==> config.mk <==
export PLATFORM = sky130hd
export DESIGN_NAME = uart_rx_packet_ctrl_flat
export DESIGN_NICKNAME = d
export VERILOG_FILES = /design/src/rtl/uart_rx_packet_ctrl_if.sv /design/src/rtl/uart_rx_packet_ctrl.sv /design/src/flat_wrapper.sv
export SDC_FILE = /design/constraint.sdc
export NUM_CORES = 1
export LEC_CHECK = 0
export CAP_MARGIN = 20
export CORE_ASPECT_RATIO = 1.4
export CORE_UTILIZATION = 29
export CTS_CLUSTER_SIZE = 20
export DETAILED_ROUTE_END_ITERATION = 10
export SLEW_MARGIN = 10
export SYNTH_ARGS = -nofsm -noshare
export SYNTH_HDL_FRONTEND = slang
export SYNTH_SLANG_ARGS = --single-unit
export TNS_END_PERCENT = 30
==> constraint.sdc <==
create_clock -name Master_Clk -period 8.3 [get_ports Master_Clk]
set_input_delay 1.66 -clock Master_Clk [delete_from_list [all_inputs] [get_ports Master_Clk]]
set_output_delay 1.66 -clock Master_Clk [all_outputs]
set_load 0.02 [all_outputs]
==> src/rtl/uart_rx_packet_ctrl_if.sv <==
// rtl/uart_rx_packet_ctrl_if.sv - byte-stream, packet handshake and read-port bundle for uart_rx_packet_ctrl
//   Rx_DataValid/Rx_Byte : byte strobe from the UART receiver
//   Pkt_Valid/Pkt_Ready  : held-packet handshake, Pkt_Len its payload length
//   Rd_Addr/Rd_Data      : combinational random read of the held payload
//   Pkt_Error/Err_Code   : one-cycle reject pulse and its held cause code
//   master = byte source / packet consumer, slave = the frame controller
interface uart_rx_packet_ctrl_if;
    logic       Rx_DataValid;
    logic [7:0] Rx_Byte;
    logic       Pkt_Valid;
    logic       Pkt_Ready;
    logic [7:0] Pkt_Len;
    logic [7:0] Rd_Addr;
    logic [7:0] Rd_Data;
    logic       Pkt_Error;
    logic [1:0] Err_Code;

    modport master (
        output Rx_DataValid, Rx_Byte, Pkt_Ready, Rd_Addr,
        input  Pkt_Valid, Pkt_Len, Rd_Data, Pkt_Error, Err_Code
    );

    modport slave (
        input  Rx_DataValid, Rx_Byte, Pkt_Ready, Rd_Addr,
        output Pkt_Valid, Pkt_Len, Rd_Data, Pkt_Error, Err_Code
    );
endinterface

==> src/rtl/uart_rx_packet_ctrl.sv <==
// rtl/uart_rx_packet_ctrl.sv - SOF/LEN/payload/checksum frame controller behind the UART receiver
//   Master_Clk   : sole clock, posedge
//   Master_Reset : synchronous active-high reset
//   bus          : uart_rx_packet_ctrl_if.slave (byte stream in, packet handshake/read port/error out)
//   UART_PKT_TIMEOUT_EN : when defined, adds the inter-byte timeout (error code 11)
module uart_rx_packet_ctrl #(
    parameter int         MAX_LEN      = 16,
    parameter logic [7:0] SOF_BYTE     = 8'hA5,
    parameter int         TIMEOUT_CLKS = 3200
) (
    input logic                  Master_Clk,
    input logic                  Master_Reset,
    uart_rx_packet_ctrl_if.slave bus
);

    localparam int         IW        = (MAX_LEN > 1) ? $clog2(MAX_LEN) : 1;
    localparam logic [7:0] MAX_LEN_B = 8'(MAX_LEN);

    localparam logic [1:0] ERR_OVERRUN = 2'b00;
    localparam logic [1:0] ERR_BADLEN  = 2'b01;
    localparam logic [1:0] ERR_CSUM    = 2'b10;
    localparam logic [1:0] ERR_TIMEOUT = 2'b11;

    typedef enum logic [2:0] {S_IDLE, S_LEN, S_PAYLOAD, S_CSUM, S_HOLD} state_t;

    state_t     state, state_n;
    logic [7:0] cnt, cnt_n;
    logic [7:0] idx, idx_n;
    logic [7:0] sum, sum_n;
    logic [7:0] len_q, len_n;
    logic       err_q, err_n;
    logic [1:0] code_q, code_n;
    logic       wr_en;
    logic       timer_exp;

    logic [7:0] mem [0:MAX_LEN-1];

    logic       dv;
    logic [7:0] rx;
    assign dv = bus.Rx_DataValid;
    assign rx = bus.Rx_Byte;

`ifdef UART_PKT_TIMEOUT_EN
    localparam int TW = $clog2(TIMEOUT_CLKS + 1);
    logic [TW-1:0] timer;
    logic          in_frame;

    assign in_frame  = (state == S_LEN) || (state == S_PAYLOAD) || (state == S_CSUM);
    // A strobe in the expiry cycle is handled as a byte, never as a timeout.
    assign timer_exp = in_frame && !dv && (timer == TW'(TIMEOUT_CLKS - 1));

    always_ff @(posedge Master_Clk) begin
        if (Master_Reset || dv || !in_frame) begin
            timer <= '0;
        end else begin
            timer <= timer + 1'b1;
        end
    end
`else
    assign timer_exp = 1'b0;
`endif

    always_ff @(posedge Master_Clk) begin
        if (Master_Reset) begin
            state  <= S_IDLE;
            cnt    <= 8'h00;
            idx    <= 8'h00;
            sum    <= 8'h00;
            len_q  <= 8'h00;
            err_q  <= 1'b0;
            code_q <= ERR_OVERRUN;
        end else begin
            state  <= state_n;
            cnt    <= cnt_n;
            idx    <= idx_n;
            sum    <= sum_n;
            len_q  <= len_n;
            err_q  <= err_n;
            code_q <= code_n;
        end
    end

    always_comb begin
        state_n = state;
        cnt_n   = cnt;
        idx_n   = idx;
        sum_n   = sum;
        len_n   = len_q;
        err_n   = 1'b0;
        code_n  = code_q;
        wr_en   = 1'b0;
        case (state)
            S_IDLE: begin
                if (dv && rx == SOF_BYTE) state_n = S_LEN;
            end
            S_LEN: begin
                if (dv) begin
                    if (rx == 8'h00 || rx > MAX_LEN_B) begin
                        err_n   = 1'b1;
                        code_n  = ERR_BADLEN;
                        state_n = S_IDLE;
                    end else begin
                        cnt_n   = rx;
                        sum_n   = rx;
                        idx_n   = 8'h00;
                        state_n = S_PAYLOAD;
                    end
                end else if (timer_exp) begin
                    err_n   = 1'b1;
                    code_n  = ERR_TIMEOUT;
                    state_n = S_IDLE;
                end
            end
            S_PAYLOAD: begin
                if (dv) begin
                    wr_en = 1'b1;
                    idx_n = idx + 8'h01;
                    sum_n = sum + rx;
                    if (idx_n == cnt) state_n = S_CSUM;
                end else if (timer_exp) begin
                    err_n   = 1'b1;
                    code_n  = ERR_TIMEOUT;
                    state_n = S_IDLE;
                end
            end
            S_CSUM: begin
                if (dv) begin
                    if (rx == sum) begin
                        len_n   = cnt;
                        state_n = S_HOLD;
                    end else begin
                        err_n   = 1'b1;
                        code_n  = ERR_CSUM;
                        state_n = S_IDLE;
                    end
                end else if (timer_exp) begin
                    err_n   = 1'b1;
                    code_n  = ERR_TIMEOUT;
                    state_n = S_IDLE;
                end
            end
            S_HOLD: begin
                // The buffer is frozen while held, so any incoming byte is lost.
                if (dv) begin
                    err_n  = 1'b1;
                    code_n = ERR_OVERRUN;
                end
                if (bus.Pkt_Ready) state_n = S_IDLE;
            end
            default: state_n = S_IDLE;
        endcase
    end

    // idx < cnt <= MAX_LEN during PAYLOAD, so the truncated index stays in range.
    always_ff @(posedge Master_Clk) begin
        if (wr_en) mem[idx[IW-1:0]] <= rx;
    end

    assign bus.Pkt_Valid = (state == S_HOLD);
    assign bus.Pkt_Len   = len_q;
    assign bus.Pkt_Error = err_q;
    assign bus.Err_Code  = code_q;
    assign bus.Rd_Data   = (bus.Rd_Addr < len_q) ? mem[bus.Rd_Addr[IW-1:0]] : 8'h00;

endmodule

==> src/flat_wrapper.sv <==
// flat-port wrapper written by rule: the top's interface ports become plain ports
module uart_rx_packet_ctrl_flat 
#(
    parameter int         MAX_LEN      = 16,
    parameter logic [7:0] SOF_BYTE     = 8'hA5,
    parameter int         TIMEOUT_CLKS = 3200
)
  (Master_Clk, Master_Reset, bus_Rx_DataValid, bus_Rx_Byte, bus_Pkt_Ready, bus_Rd_Addr, bus_Pkt_Valid, bus_Pkt_Len, bus_Rd_Data, bus_Pkt_Error, bus_Err_Code);
  uart_rx_packet_ctrl_if bus_i ();
  input logic Master_Clk;
  input logic Master_Reset;
  input wire logic [$bits(bus_i.Rx_DataValid)-1:0] bus_Rx_DataValid;
  input wire logic [$bits(bus_i.Rx_Byte)-1:0] bus_Rx_Byte;
  input wire logic [$bits(bus_i.Pkt_Ready)-1:0] bus_Pkt_Ready;
  input wire logic [$bits(bus_i.Rd_Addr)-1:0] bus_Rd_Addr;
  output wire logic [$bits(bus_i.Pkt_Valid)-1:0] bus_Pkt_Valid;
  output wire logic [$bits(bus_i.Pkt_Len)-1:0] bus_Pkt_Len;
  output wire logic [$bits(bus_i.Rd_Data)-1:0] bus_Rd_Data;
  output wire logic [$bits(bus_i.Pkt_Error)-1:0] bus_Pkt_Error;
  output wire logic [$bits(bus_i.Err_Code)-1:0] bus_Err_Code;
  assign bus_i.Rx_DataValid = bus_Rx_DataValid;
  assign bus_i.Rx_Byte = bus_Rx_Byte;
  assign bus_i.Pkt_Ready = bus_Pkt_Ready;
  assign bus_i.Rd_Addr = bus_Rd_Addr;
  assign bus_Pkt_Valid = bus_i.Pkt_Valid;
  assign bus_Pkt_Len = bus_i.Pkt_Len;
  assign bus_Rd_Data = bus_i.Rd_Data;
  assign bus_Pkt_Error = bus_i.Pkt_Error;
  assign bus_Err_Code = bus_i.Err_Code;
  uart_rx_packet_ctrl #(.MAX_LEN(MAX_LEN), .SOF_BYTE(SOF_BYTE), .TIMEOUT_CLKS(TIMEOUT_CLKS)) u_core (.Master_Clk(Master_Clk), .Master_Reset(Master_Reset), .bus(bus_i));
endmodule
==> flow_metrics.tcl <==
set metrics [dict create \
    io_pins 40 \
    cts_tree "built" \
    grt_pass1_vias 4477 \
    drt-initial-drc-count 283 \
    io_buffers 39 \
    gp_congestion 0.821 \
    worst_hold_path_type "reg -> reg" \
    ctsResizeCount 0 \
    overflow 0 \
    worstPathArrival_ns 4.43 \
    r2r_setup_slack_ns 5.48 \
    synth_nets 542 \
    fp.dieH_um 190 \
    cts_max_path_buffers 2 \
    synthToLayoutAreaGrowth_pct 18.2 \
    tightest_slew_ns 1.03 \
    antenna_found_initial 0 \
    cap_violations 0 \
    die_w_um 137 \
    final_nets 588 \
    hold_violations 0 \
    syn_inst 503 \
    cts_inserted_buffers 17 \
    cts.sink_count 166 \
    die-area_mm2 0.0260 \
    wl_per_cell_um 18.5 \
    grt_max_degree 43 \
    ctsHtreeMaxLevel 4 \
    holdBufCountCts 0 \
    place_area_mm2 0.00812 \
    crit_type "in -> out" \
    endpoint_kind "primary output" \
    cp_max_fo 33 \
    period_share 0.734 \
    cts_setup_buffers 0 \
    relSlewSlack 0.308 \
    ys_ff_latch 166 \
    synth-seq-area-share 0.626 \
    track_usage 0.134 \
    async_flop_share 0 \
    fin_crit_ns 6.09 \
    setup_viol 0 \
    tns_ns 0 \
    placementRows 68 \
    start_kind "primary input" \
    p_per_area_mw_per_mm2 201 \
    drt-pass1-iter-count 4 \
    setup_ws_ns 2.21 \
    synth_area_per_cell_um2 14.6 \
    dpl.hpwl_mm 11.1 \
    netlist_area_mm2 0.00735 \
    multi_input_area_mm2 0.00255 \
    yosysWarnings 0 \
    skew_ns 0.00790 \
    final_cell_mix "edfxtp_1, nor2_1, mux4_2" \
    instances_no_fill 876 \
    seqCellArea_mm2 0.00460 \
    drt-total-wl_mm 16.2 \
    num-fill-cells 2305 \
    path_clk_slew_ns 0.06 \
    antenna_cells 0 \
    vias 4366 \
    via_per_inst 4.98 \
    power_leakage_uw 0.00287 \
    ant_nets 0 \
    final_common_cell "edfxtp_1" \
    root_buffer "clkbuf_16" \
    grt_first_pass_wirelength_mm 25.6 \
    rsz0062_at_grt "false" \
    synth_cell_type_count 55 \
    drive_above_1_share 0.152 \
    ys.flop_type "edfxtp_1" \
    drc_errors 0 \
    start_util 0.297 \
    clk_latency_ns 0.43 \
    fin_area_mm2 0.00869 \
    place_ws_ns 2.19 \
    vdd_drop_max_v 0.000157 \
    outcome "finished, final reports clean" \
    fmax_mhz 164 \
    dp_cells 845 \
    required_ns 6.64 \
    core_area_mm2 0.0248 \
    maxSlewViolCount 0 \
    synth_edf_count 128 \
]
==> Yosys cell counts (3+ instances only) <==
| library cell | number | area [µm²] |
|---|---|---|
| and3b_1 | 3 | 26.3 |
| o21ai_0 | 11 | 55.1 |
| nand2b_1 | 8 | 50.1 |
| nor2b_1 | 6 | 37.5 |
| a31oi_1 | 4 | 25.0 |
| nand3b_1 | 5 | 37.5 |
| mux4_2 | 40 | 901 |
| inv_1 | 25 | 93.8 |
| nand2_1 | 22 | 82.6 |
| buf_1 | 3 | 11.3 |
| nand3_1 | 7 | 35.0 |
| buf_2 | 5 | 25.0 |
| xor2_1 | 5 | 43.8 |
| edfxtp_1 | 128 | 3840 |
| or4_1 | 3 | 22.5 |
| o21a_1 | 4 | 30.0 |
| mux2i_1 | 15 | 150 |
| a311oi_1 | 4 | 35.0 |
| clkbuf_1 | 15 | 56.3 |
| a211oi_1 | 14 | 105 |
| nor2_1 | 43 | 161 |
| a21oi_1 | 18 | 90.1 |
| dfxtp_1 | 38 | 761 |
| nor4_1 | 4 | 25.0 |
| xnor2_1 | 8 | 70.1 |
| nor3_1 | 12 | 60.1 |
| a21o_1 | 4 | 30.0 |
| ha_1 | 18 | 225 |
==> area by class of cell <==
| type | instances | area share |
|---|---|---|
| multi-input combinational | 288 | 0.294 |
| timing repair buffer | 51 | 0.0547 |
| sequential | 166 | 0.530 |
| clock buffer | 20 | 0.0502 |
| clock inverter | 11 | 0.0154 |
| inverter | 25 | 0.0108 |
| tap | 315 | 0.0453 |
==> per-layer routing <==
metal | wire length, µm | part of all wire | GRT usage
met2 | 8370 | 0.51 | 0.228
met1 | 6940 | 0.43 | 0.162
met5 | 0 | 0 | 0
met3 | 569 | 0.035 | 0.0279
met4 | 371 | 0.023 | 0.0581
==> stage by stage <==
| step | total power (µW) | hold WS, ns | util |
|---|---|---|---|
| 2_1_floorplan | 961 | 0.449 | - |
| 3_3_place_gp | 1000 | 0.464 | 0.328 |
| 3_5_place_dp | 1000 | 0.476 | 0.328 |
| 4_1_cts | 1760 | 0.488 | 0.351 |
| 5_1_grt | 1800 | 0.518 | 0.351 |
| 6_report | 1750 | 0.485 | 0.351 |
==> power breakdown <==
| group | internal [µW] | leakage (µW) | switching [µW] |
|---|---|---|---|
| logic | 41.7 | 0.00114 | 50.3 |
| registers | 893 | 0.00146 | 0.0210 |
| clock network | 466 | 0.000273 | 298 |
==> worst max-delay path, stage by stage <==
cell,delay [ns]
clkdlybuf4s50_1,0.46
buf_4,0.41
ha_1,0.33
a21o_1,0.16
a21oi_1,0.15
o21ai_1,0.26
a211oi_1,0.33
clkdlybuf4s50_1,0.67
==> registers in the layout, summed over array words and instances, names as in the netlist <==
name / cells
u_core.bus.Err_Code: 2
u_core.bus.Pkt_Error: 1
u_core.bus.Pkt_Len: 8
u_core.cnt: 8
u_core.idx: 8
u_core.mem: 128
u_core.state: 3
u_core.sum: 8
==> path summary, 6_finish.rpt <==
check / cells after the start / to / startpoint
worst max-delay path: 8 / bus_Rd_Data[1] / bus_Rd_Addr[1]
worst min-delay path: 2 / u_core.bus.Err_Code[0] / u_core.bus.Err_Code[0]
worst max register to register: 4 / u_core.mem[4][6] / u_core.state[1]
worst min register to register: 2 / u_core.bus.Err_Code[0] / u_core.bus.Err_Code[0]
==> logic make-up after synthesis <==
logic type      share of synthesized area
simple gates                       0.0880
compound gates                     0.0674
buf+inv                            0.0269
mux                                 0.143
xor+xnor                           0.0155
fa+ha+maj                          0.0333
flops                               0.626
(Power assumes the default switching activity.)
